==> src/rtl/ex_muldiv_if.sv <==
// Operand/result bundle between the ID/EX stage and the ex_muldiv execute unit.
interface ex_muldiv_if #(parameter int XLEN = 32);
   logic            in_valid;
   logic [2:0]      op;
   logic [XLEN-1:0] src1;
   logic [XLEN-1:0] src2;
   logic [4:0]      rd_in;
   logic            ex_stall;
   logic            out_valid;
   logic [XLEN-1:0] result;
   logic [4:0]      rd_out;

   modport master (
      output in_valid, op, src1, src2, rd_in,
      input  ex_stall, out_valid, result, rd_out
   );

   modport slave (
      input  in_valid, op, src1, src2, rd_in,
      output ex_stall, out_valid, result, rd_out
   );
endinterface

==> src/rtl/ex_muldiv.sv <==
// Iterative RV32M multiply/divide unit (shift-add multiplier, restoring divider) for the EX stage.
// Optional macro FAST_MUL_EN: multiplies use a single-cycle combinational multiplier.
module ex_muldiv #(
   parameter int XLEN = 32
) (
   input  logic     clk,
   input  logic     rst,
   input  logic     rdy,
   input  logic     flush,
   ex_muldiv_if.slave bus
);
   localparam int CNT_W = $clog2(XLEN) + 1;

   typedef enum logic [1:0] {
      IDLE = 2'd0,
      CALC = 2'd1,
      DONE = 2'd2
   } state_t;

   state_t              state_q, state_d;
   logic [CNT_W-1:0]    cnt_q, cnt_d;
   logic [2*XLEN-1:0]   acc_q, acc_d;
   logic [XLEN-1:0]     b_q, b_d;
   logic [2:0]          op_q, op_d;
   logic [4:0]          rd_q, rd_d;
   logic                neg_q, neg_d;
   logic                out_valid_q, out_valid_d;
   logic [XLEN-1:0]     result_q, result_d;
   logic [4:0]          rd_out_q, rd_out_d;

   logic                a_sgn, b_sgn, neg_in, div_zero, div_ovf;
   logic [XLEN-1:0]     a_mag, b_mag;
   logic [XLEN:0]       mul_sum;
   logic [XLEN:0]       div_top;
   logic                div_ge;
   logic [XLEN-1:0]     div_sub;
   logic [2*XLEN-1:0]   step;
`ifdef FAST_MUL_EN
   logic [2*XLEN-1:0]   fast_prod;
`endif

   function automatic logic [XLEN-1:0] abs_val(input logic [XLEN-1:0] v, input logic neg);
      if (neg) begin
         return ~v + {{(XLEN-1){1'b0}}, 1'b1};
      end else begin
         return v;
      end
   endfunction

   // acc holds a magnitude product {hi,lo} or {remainder,quotient}; neg applies the sign.
   function automatic logic [XLEN-1:0] fixup(input logic [2*XLEN-1:0] acc,
                                             input logic [2:0] op, input logic neg);
      logic [2*XLEN-1:0] p;
      logic [XLEN-1:0]   q, r;
      p = neg ? (~acc + {{(2*XLEN-1){1'b0}}, 1'b1}) : acc;
      q = abs_val(acc[XLEN-1:0], neg);
      r = abs_val(acc[2*XLEN-1:XLEN], neg);
      case (op)
         3'd0:             return p[XLEN-1:0];
         3'd1, 3'd2, 3'd3: return p[2*XLEN-1:XLEN];
         3'd4, 3'd5:       return q;
         3'd6, 3'd7:       return r;
         default:          return {XLEN{1'b0}};
      endcase
   endfunction

   assign bus.ex_stall  = ((state_q == IDLE) && bus.in_valid) || (state_q == CALC);
   assign bus.out_valid = out_valid_q;
   assign bus.result    = result_q;
   assign bus.rd_out    = rd_out_q;

   // Operand decode and one iteration of the shift-add / restoring-divide datapath.
   always_comb begin
      a_sgn    = ((bus.op == 3'd1) || (bus.op == 3'd2) || (bus.op == 3'd4) || (bus.op == 3'd6))
                 && bus.src1[XLEN-1];
      b_sgn    = ((bus.op == 3'd1) || (bus.op == 3'd4) || (bus.op == 3'd6)) && bus.src2[XLEN-1];
      neg_in   = (bus.op == 3'd6) ? a_sgn : (a_sgn ^ b_sgn);
      a_mag    = abs_val(bus.src1, a_sgn);
      b_mag    = abs_val(bus.src2, b_sgn);
      div_zero = bus.op[2] && (bus.src2 == {XLEN{1'b0}});
      div_ovf  = ((bus.op == 3'd4) || (bus.op == 3'd6))
                 && (bus.src1 == {1'b1, {(XLEN-1){1'b0}}})
                 && (bus.src2 == {XLEN{1'b1}});
`ifdef FAST_MUL_EN
      fast_prod = {{XLEN{1'b0}}, a_mag} * {{XLEN{1'b0}}, b_mag};
`endif
      mul_sum = {1'b0, acc_q[2*XLEN-1:XLEN]} + (acc_q[0] ? {1'b0, b_q} : {(XLEN+1){1'b0}});
      // Remainder stays below the divisor, so the shifted partial fits in XLEN+1 bits.
      div_top = acc_q[2*XLEN-1:XLEN-1];
      div_ge  = (div_top >= {1'b0, b_q});
      div_sub = div_top[XLEN-1:0] - b_q;
      step    = {2*XLEN{1'b0}};
      if (op_q[2]) begin
         if (div_ge) begin
            step = {div_sub, acc_q[XLEN-2:0], 1'b1};
         end else begin
            step = {div_top[XLEN-1:0], acc_q[XLEN-2:0], 1'b0};
         end
      end else begin
         step = {mul_sum, acc_q[XLEN-1:1]};
      end
   end

   // Next-state and next-output computation for the IDLE/CALC/DONE sequence.
   always_comb begin
      state_d     = state_q;
      cnt_d       = cnt_q;
      acc_d       = acc_q;
      b_d         = b_q;
      op_d        = op_q;
      rd_d        = rd_q;
      neg_d       = neg_q;
      out_valid_d = 1'b0;
      result_d    = result_q;
      rd_out_d    = rd_out_q;
      if (flush) begin
         state_d = IDLE;
         cnt_d   = {CNT_W{1'b0}};
      end else begin
         case (state_q)
            IDLE: begin
               if (bus.in_valid) begin
                  op_d  = bus.op;
                  rd_d  = bus.rd_in;
                  neg_d = neg_in;
                  acc_d = {{XLEN{1'b0}}, a_mag};
                  b_d   = b_mag;
                  cnt_d = CNT_W'(XLEN);
                  if (div_zero) begin
                     state_d     = DONE;
                     cnt_d       = {CNT_W{1'b0}};
                     out_valid_d = 1'b1;
                     rd_out_d    = bus.rd_in;
                     result_d    = bus.op[1] ? bus.src1 : {XLEN{1'b1}};
                  end else if (div_ovf) begin
                     state_d     = DONE;
                     cnt_d       = {CNT_W{1'b0}};
                     out_valid_d = 1'b1;
                     rd_out_d    = bus.rd_in;
                     result_d    = bus.op[1] ? {XLEN{1'b0}} : bus.src1;
`ifdef FAST_MUL_EN
                  end else if (!bus.op[2]) begin
                     state_d     = DONE;
                     cnt_d       = {CNT_W{1'b0}};
                     out_valid_d = 1'b1;
                     rd_out_d    = bus.rd_in;
                     result_d    = fixup(fast_prod, bus.op, neg_in);
`endif
                  end else begin
                     state_d = CALC;
                  end
               end else begin
                  state_d = IDLE;
               end
            end
            CALC: begin
               cnt_d = cnt_q - {{(CNT_W-1){1'b0}}, 1'b1};
               acc_d = step;
               if (cnt_q == {{(CNT_W-1){1'b0}}, 1'b1}) begin
                  state_d     = DONE;
                  out_valid_d = 1'b1;
                  result_d    = fixup(step, op_q, neg_q);
                  rd_out_d    = rd_q;
               end else begin
                  state_d = CALC;
               end
            end
            DONE: begin
               state_d = IDLE;
            end
            default: begin
               state_d = IDLE;
            end
         endcase
      end
   end

   // State and output registers; rdy low freezes everything.
   always_ff @(posedge clk) begin
      if (rst) begin
         state_q     <= IDLE;
         cnt_q       <= {CNT_W{1'b0}};
         acc_q       <= {2*XLEN{1'b0}};
         b_q         <= {XLEN{1'b0}};
         op_q        <= 3'd0;
         rd_q        <= 5'd0;
         neg_q       <= 1'b0;
         out_valid_q <= 1'b0;
         result_q    <= {XLEN{1'b0}};
         rd_out_q    <= 5'd0;
      end else if (rdy) begin
         state_q     <= state_d;
         cnt_q       <= cnt_d;
         acc_q       <= acc_d;
         b_q         <= b_d;
         op_q        <= op_d;
         rd_q        <= rd_d;
         neg_q       <= neg_d;
         out_valid_q <= out_valid_d;
         result_q    <= result_d;
         rd_out_q    <= rd_out_d;
      end
   end
endmodule

==> src/flat_wrapper.sv <==
// flat-port wrapper written by rule: the top's interface ports become plain ports
module ex_muldiv_flat 
#(
   parameter int XLEN = 32
)
  (clk, rst, rdy, flush, bus_in_valid, bus_op, bus_src1, bus_src2, bus_rd_in, bus_ex_stall, bus_out_valid, bus_result, bus_rd_out);
  ex_muldiv_if #(.XLEN(XLEN)) bus_i ();
  input  logic clk;
  input  logic rst;
  input  logic rdy;
  input  logic flush;
  input wire logic [$bits(bus_i.in_valid)-1:0] bus_in_valid;
  input wire logic [$bits(bus_i.op)-1:0] bus_op;
  input wire logic [$bits(bus_i.src1)-1:0] bus_src1;
  input wire logic [$bits(bus_i.src2)-1:0] bus_src2;
  input wire logic [$bits(bus_i.rd_in)-1:0] bus_rd_in;
  output wire logic [$bits(bus_i.ex_stall)-1:0] bus_ex_stall;
  output wire logic [$bits(bus_i.out_valid)-1:0] bus_out_valid;
  output wire logic [$bits(bus_i.result)-1:0] bus_result;
  output wire logic [$bits(bus_i.rd_out)-1:0] bus_rd_out;
  assign bus_i.in_valid = bus_in_valid;
  assign bus_i.op = bus_op;
  assign bus_i.src1 = bus_src1;
  assign bus_i.src2 = bus_src2;
  assign bus_i.rd_in = bus_rd_in;
  assign bus_ex_stall = bus_i.ex_stall;
  assign bus_out_valid = bus_i.out_valid;
  assign bus_result = bus_i.result;
  assign bus_rd_out = bus_i.rd_out;
  ex_muldiv #(.XLEN(XLEN)) u_core (.clk(clk), .rst(rst), .rdy(rdy), .flush(flush), .bus(bus_i));
endmodule
==> config.mk <==
export PLATFORM = sky130hd
export DESIGN_NAME = ex_muldiv_flat
export DESIGN_NICKNAME = d
export VERILOG_FILES = /design/src/rtl/ex_muldiv_if.sv /design/src/rtl/ex_muldiv.sv /design/src/flat_wrapper.sv
export SDC_FILE = /design/constraint.sdc
export NUM_CORES = 1
export LEC_CHECK = 0
export CAP_MARGIN = 15
export CORE_MARGIN = 10
export CORE_UTILIZATION = 57
export DETAILED_ROUTE_END_ITERATION = 8
export HOLD_SLACK_MARGIN = 0.1
export PLACE_DENSITY = 0.78
export SLEW_MARGIN = 40
export SYNTH_ARGS = -nofsm -noshare
export SYNTH_HDL_FRONTEND = slang
export SYNTH_SLANG_ARGS = --single-unit
==> constraint.sdc <==
create_clock -name clk -period 7.2 [get_ports clk]
set_clock_uncertainty 0.05 [all_clocks]
set_input_delay 0.72 -clock clk [delete_from_list [all_inputs] [get_ports clk]]
set_output_delay 0.72 -clock clk [all_outputs]
set_load 0.05 [all_outputs]
==> results.cfg <==
[clock_network]
clk_latency_ns = 0.47
cts-root-buf = clkbuf_16
clkSinkCount = 151
htreeDepth = 4
tritoncts = done
numCtsBuffers = 17
ctsLongestPathBuffers = 2
cts.clk_slew.worst_paths_ns = 0.07
post-cts-setup-buffer-count = 0
ctsHoldBuffers = 0
cts_resized = 0

[worst_hold_path]
hold_class = reg -> reg
worst_hold_path.endpoint = u_core.rd_q[0]
worstHoldPathCells = 2
worstHoldStart = u_core.rd_q[0]

[logic_synthesis]
yosys_register_bits = 151
yosysTopAreaCell = dfxtp_1
syn_nets = 2433
postSynthCellCount = 2283
netlist-cell-type-count = 101
netlist_area_sq_um = 16200
synth_seq_area_share_pct = 18.7
synth.top_cell.area_share_pct = 18.7
yosys-top-cells-area = dfxtp_1 19%, nor2_1 7.0%, a21oi_1 6.4%
ys_warn_count = 0
syn_area_per_cell_sq_um = 7.08
async_reset_ff_share_pct = 0
synth-edff-count = 0
synth-main-ff-cell = dfxtp_1

[final_layout]
antennaDiodeCount = 0
fill_cells = 2521
final_nets = 2446
area_growth_syn_to_layout_pct = 11.7
drive_above_1_share_pct = 5.72

[routing]
drc = 5
dr_total_vias = 19200
antenna_left = 0
first_pass_iters = 9
viasPerCell = 7.13
drtIter0Drc = 2697
routed_wl_mm = 69.4
wl_per_cell_um = 25.8

[sta]
finalCriticalPeriod_ns = 6.17
slew_viol_final = 0
rsz0062_at_grt = false
fmax_mhz = 162
timing.slew.headroom_pct = 35.2
whs_ns = 0.414
post-route-period-util_pct = 85.7
hold_viol = 0
tightest_slew_ns = 0.964
report.final.setup_viol = 0
setup_tns_ns = 0

[power]
ir_drop_uv = 169
p_per_area_nw_per_um2 = 147
leakage_nw = 6.75

[setup_path]
arrival_ns = 6.43
cp.required_ns = 7.46
path_cells = inv_1, ha_1, a21oi_1, o21ai_0, a2111o_1, a221o_1, a21oi_4, nor2_1, a21oi_1, ha_1, o221ai_1, or3_1, or2_1, or2_2, nor2_1, o21ai_0, nor3_1, nor2_1, o21ai_0, a21oi_1, a211oi_1, nor3_1
r2r_start = u_core.b_q[26]
cpPeakStageDelay_ns = 0.54
worst-path-max-fanout = 12
critPathSlowestCell = a221o_1
start_kind = flip-flop
cp-end-kind = flip-flop
crit_type = reg -> reg
worst-r2r-cell-count = 22
r2r_slack_ns = 1.03
r2r_end = u_core.bus.result[4]
setup.worst_path.start = u_core.b_q[26]

[floorplan]
io_pins = 116
dieWidth_um = 188
die_area_sq_um = 35500
die_h_um = 188
fp.coreArea_sq_um = 27900
initial_core_util_pct = 58.0
rows = 61

[global_routing]
grt_pass1_wl_mm = 105
grt_usage_pct = 37.3
grt_start_max_net_pins = 86
grt_pass1_vias = 17400
overflow = 0
antenna_found_initial = 3

[run_status]
status = finished with violations
violations = design-rule violations

[placement]
gp_congestion = 1.10
io_buffer_count = 115
hpwlAfterDp_mm = 52.8

[job]
drv_cap = 0
layout by cell type (no fill, tap or decap), drive strengths merged, types with 25 or more instances in the layout:
cell / instances
nor2: 300
a311oi: 25
and2: 42
buf: 37
o211ai: 26
inv: 75
mux2i: 34
a21oi: 206
xnor2: 67
ha: 71
nand3: 50
a211oi: 81
a22oi: 28
clkdlybuf4s50: 114
o21ai: 142
nand2: 192
dfxtp: 151
nor4: 29
nor3: 72
or3: 30
o31ai: 27
nand4: 32
nand2b: 26
a21o: 34
xor2: 70
registers in the layout, indices dropped and copies added (netlist names):
register,flops
u_core.op_q,3
u_core.state_q,2
u_core.bus.out_valid,1
u_core.bus.result,32
u_core.bus.rd_out,5
u_core.b_q,32
u_core.rd_q,5
u_core.cnt_q,6
u_core.neg_q,1
u_core.acc_q,64
per-layer routing:
| layer | vias up | global-route usage [%] | wire, um |
|---|---|---|---|
| met5 | - | 0 | 31 |
| met4 | 4 | 13.6 | 2860 |
| met3 | 225 | 15.3 | 10800 |
| met2 | 1404 | 52.8 | 28000 |
| met1 | 9041 | 49.6 | 27600 |
| li1 | 8493 | - | - |
kinds of logic after synthesis:
| family | Yosys count | synth area share (%) |
|---|---|---|
| adder cells (fa/ha/maj) | 95 | 7.11 |
| AND/OR/NAND/NOR | 873 | 26.2 |
| flip-flops | 151 | 18.7 |
| multiplexers | 44 | 2.83 |
| buffers and inverters | 226 | 5.82 |
| XOR/XNOR | 137 | 7.43 |
| AO/OA/AOI/OAI | 757 | 31.9 |
power breakdown:
group | internal [W] | leakage, nW | switching [W]
Sequential | 0.000856 | 1.22 | 0.0000299
Combinational | 0.000281 | 5.26 | 0.000573
Clock | 0.000492 | 0.267 | 0.000427
how the worst max path moves through the flow:
stage	to	slack (ns)	cells after the start
after global routing	u_core.bus.result[4]	0.82	22
after CTS	u_core.bus.result[24]	1.31	21
after floorplan	u_core.bus.result[24]	1.91	24
after global placement	u_core.bus.result[24]	1.49	21
final	u_core.bus.result[4]	1.03	22
after detailed placement	u_core.bus.result[24]	1.34	21
cell type report:
type | count | area, sq um | share of cell area [%]
Multi-Input combinational cell | 1906 | 12300 | 68.0
Sequential cell | 151 | 3030 | 16.8
Timing Repair Buffer | 151 | 1450 | 8.04
Tap cell | 378 | 473 | 2.62
Clock buffer | 21 | 450 | 2.50
Inverter | 69 | 259 | 1.43
Clock inverter | 11 | 113 | 0.624
cell usage after synthesis (34+ instances only):
cell type,n
xor2_1,70
clkbuf_1,110
dfxtp_1,151
xnor2_1,67
and2_1,42
a211oi_1,75
a21o_1,34
inv_1,68
a21oi_1,205
o21ai_0,135
nand3_1,50
nor3_1,71
nand2_1,192
nor2_1,300
ha_1,71
critical path, delay by kind of cell, from the launching register on:
family | cells | cell delay (ns)
simple gates | 8 | 2.01
compound gates | 11 | 2.90
flops | 1 | 0.35
buf+inv | 1 | 0.05
fa+ha+maj | 2 | 0.67
stage by stage:
| stage | setup WS (ns) | utilization, % | instance area (sq um) | power (W) | std cells |
|---|---|---|---|---|---|
| floorplan | 1.91 | - | 16200 | 0.00143 | 2283 |
| global placement | 1.49 | 62.4 | 17400 | 0.00170 | 2651 |
| detailed placement | 1.34 | 62.7 | 17500 | 0.00171 | 2654 |
| CTS | 1.31 | 64.7 | 18000 | 0.00261 | 2686 |
| global route | 0.818 | 64.8 | 18000 | 0.00273 | 2687 |
| finish | 1.03 | 64.8 | 18000 | 0.00266 | 2687 |
Power figures use the tool's default switching activity.
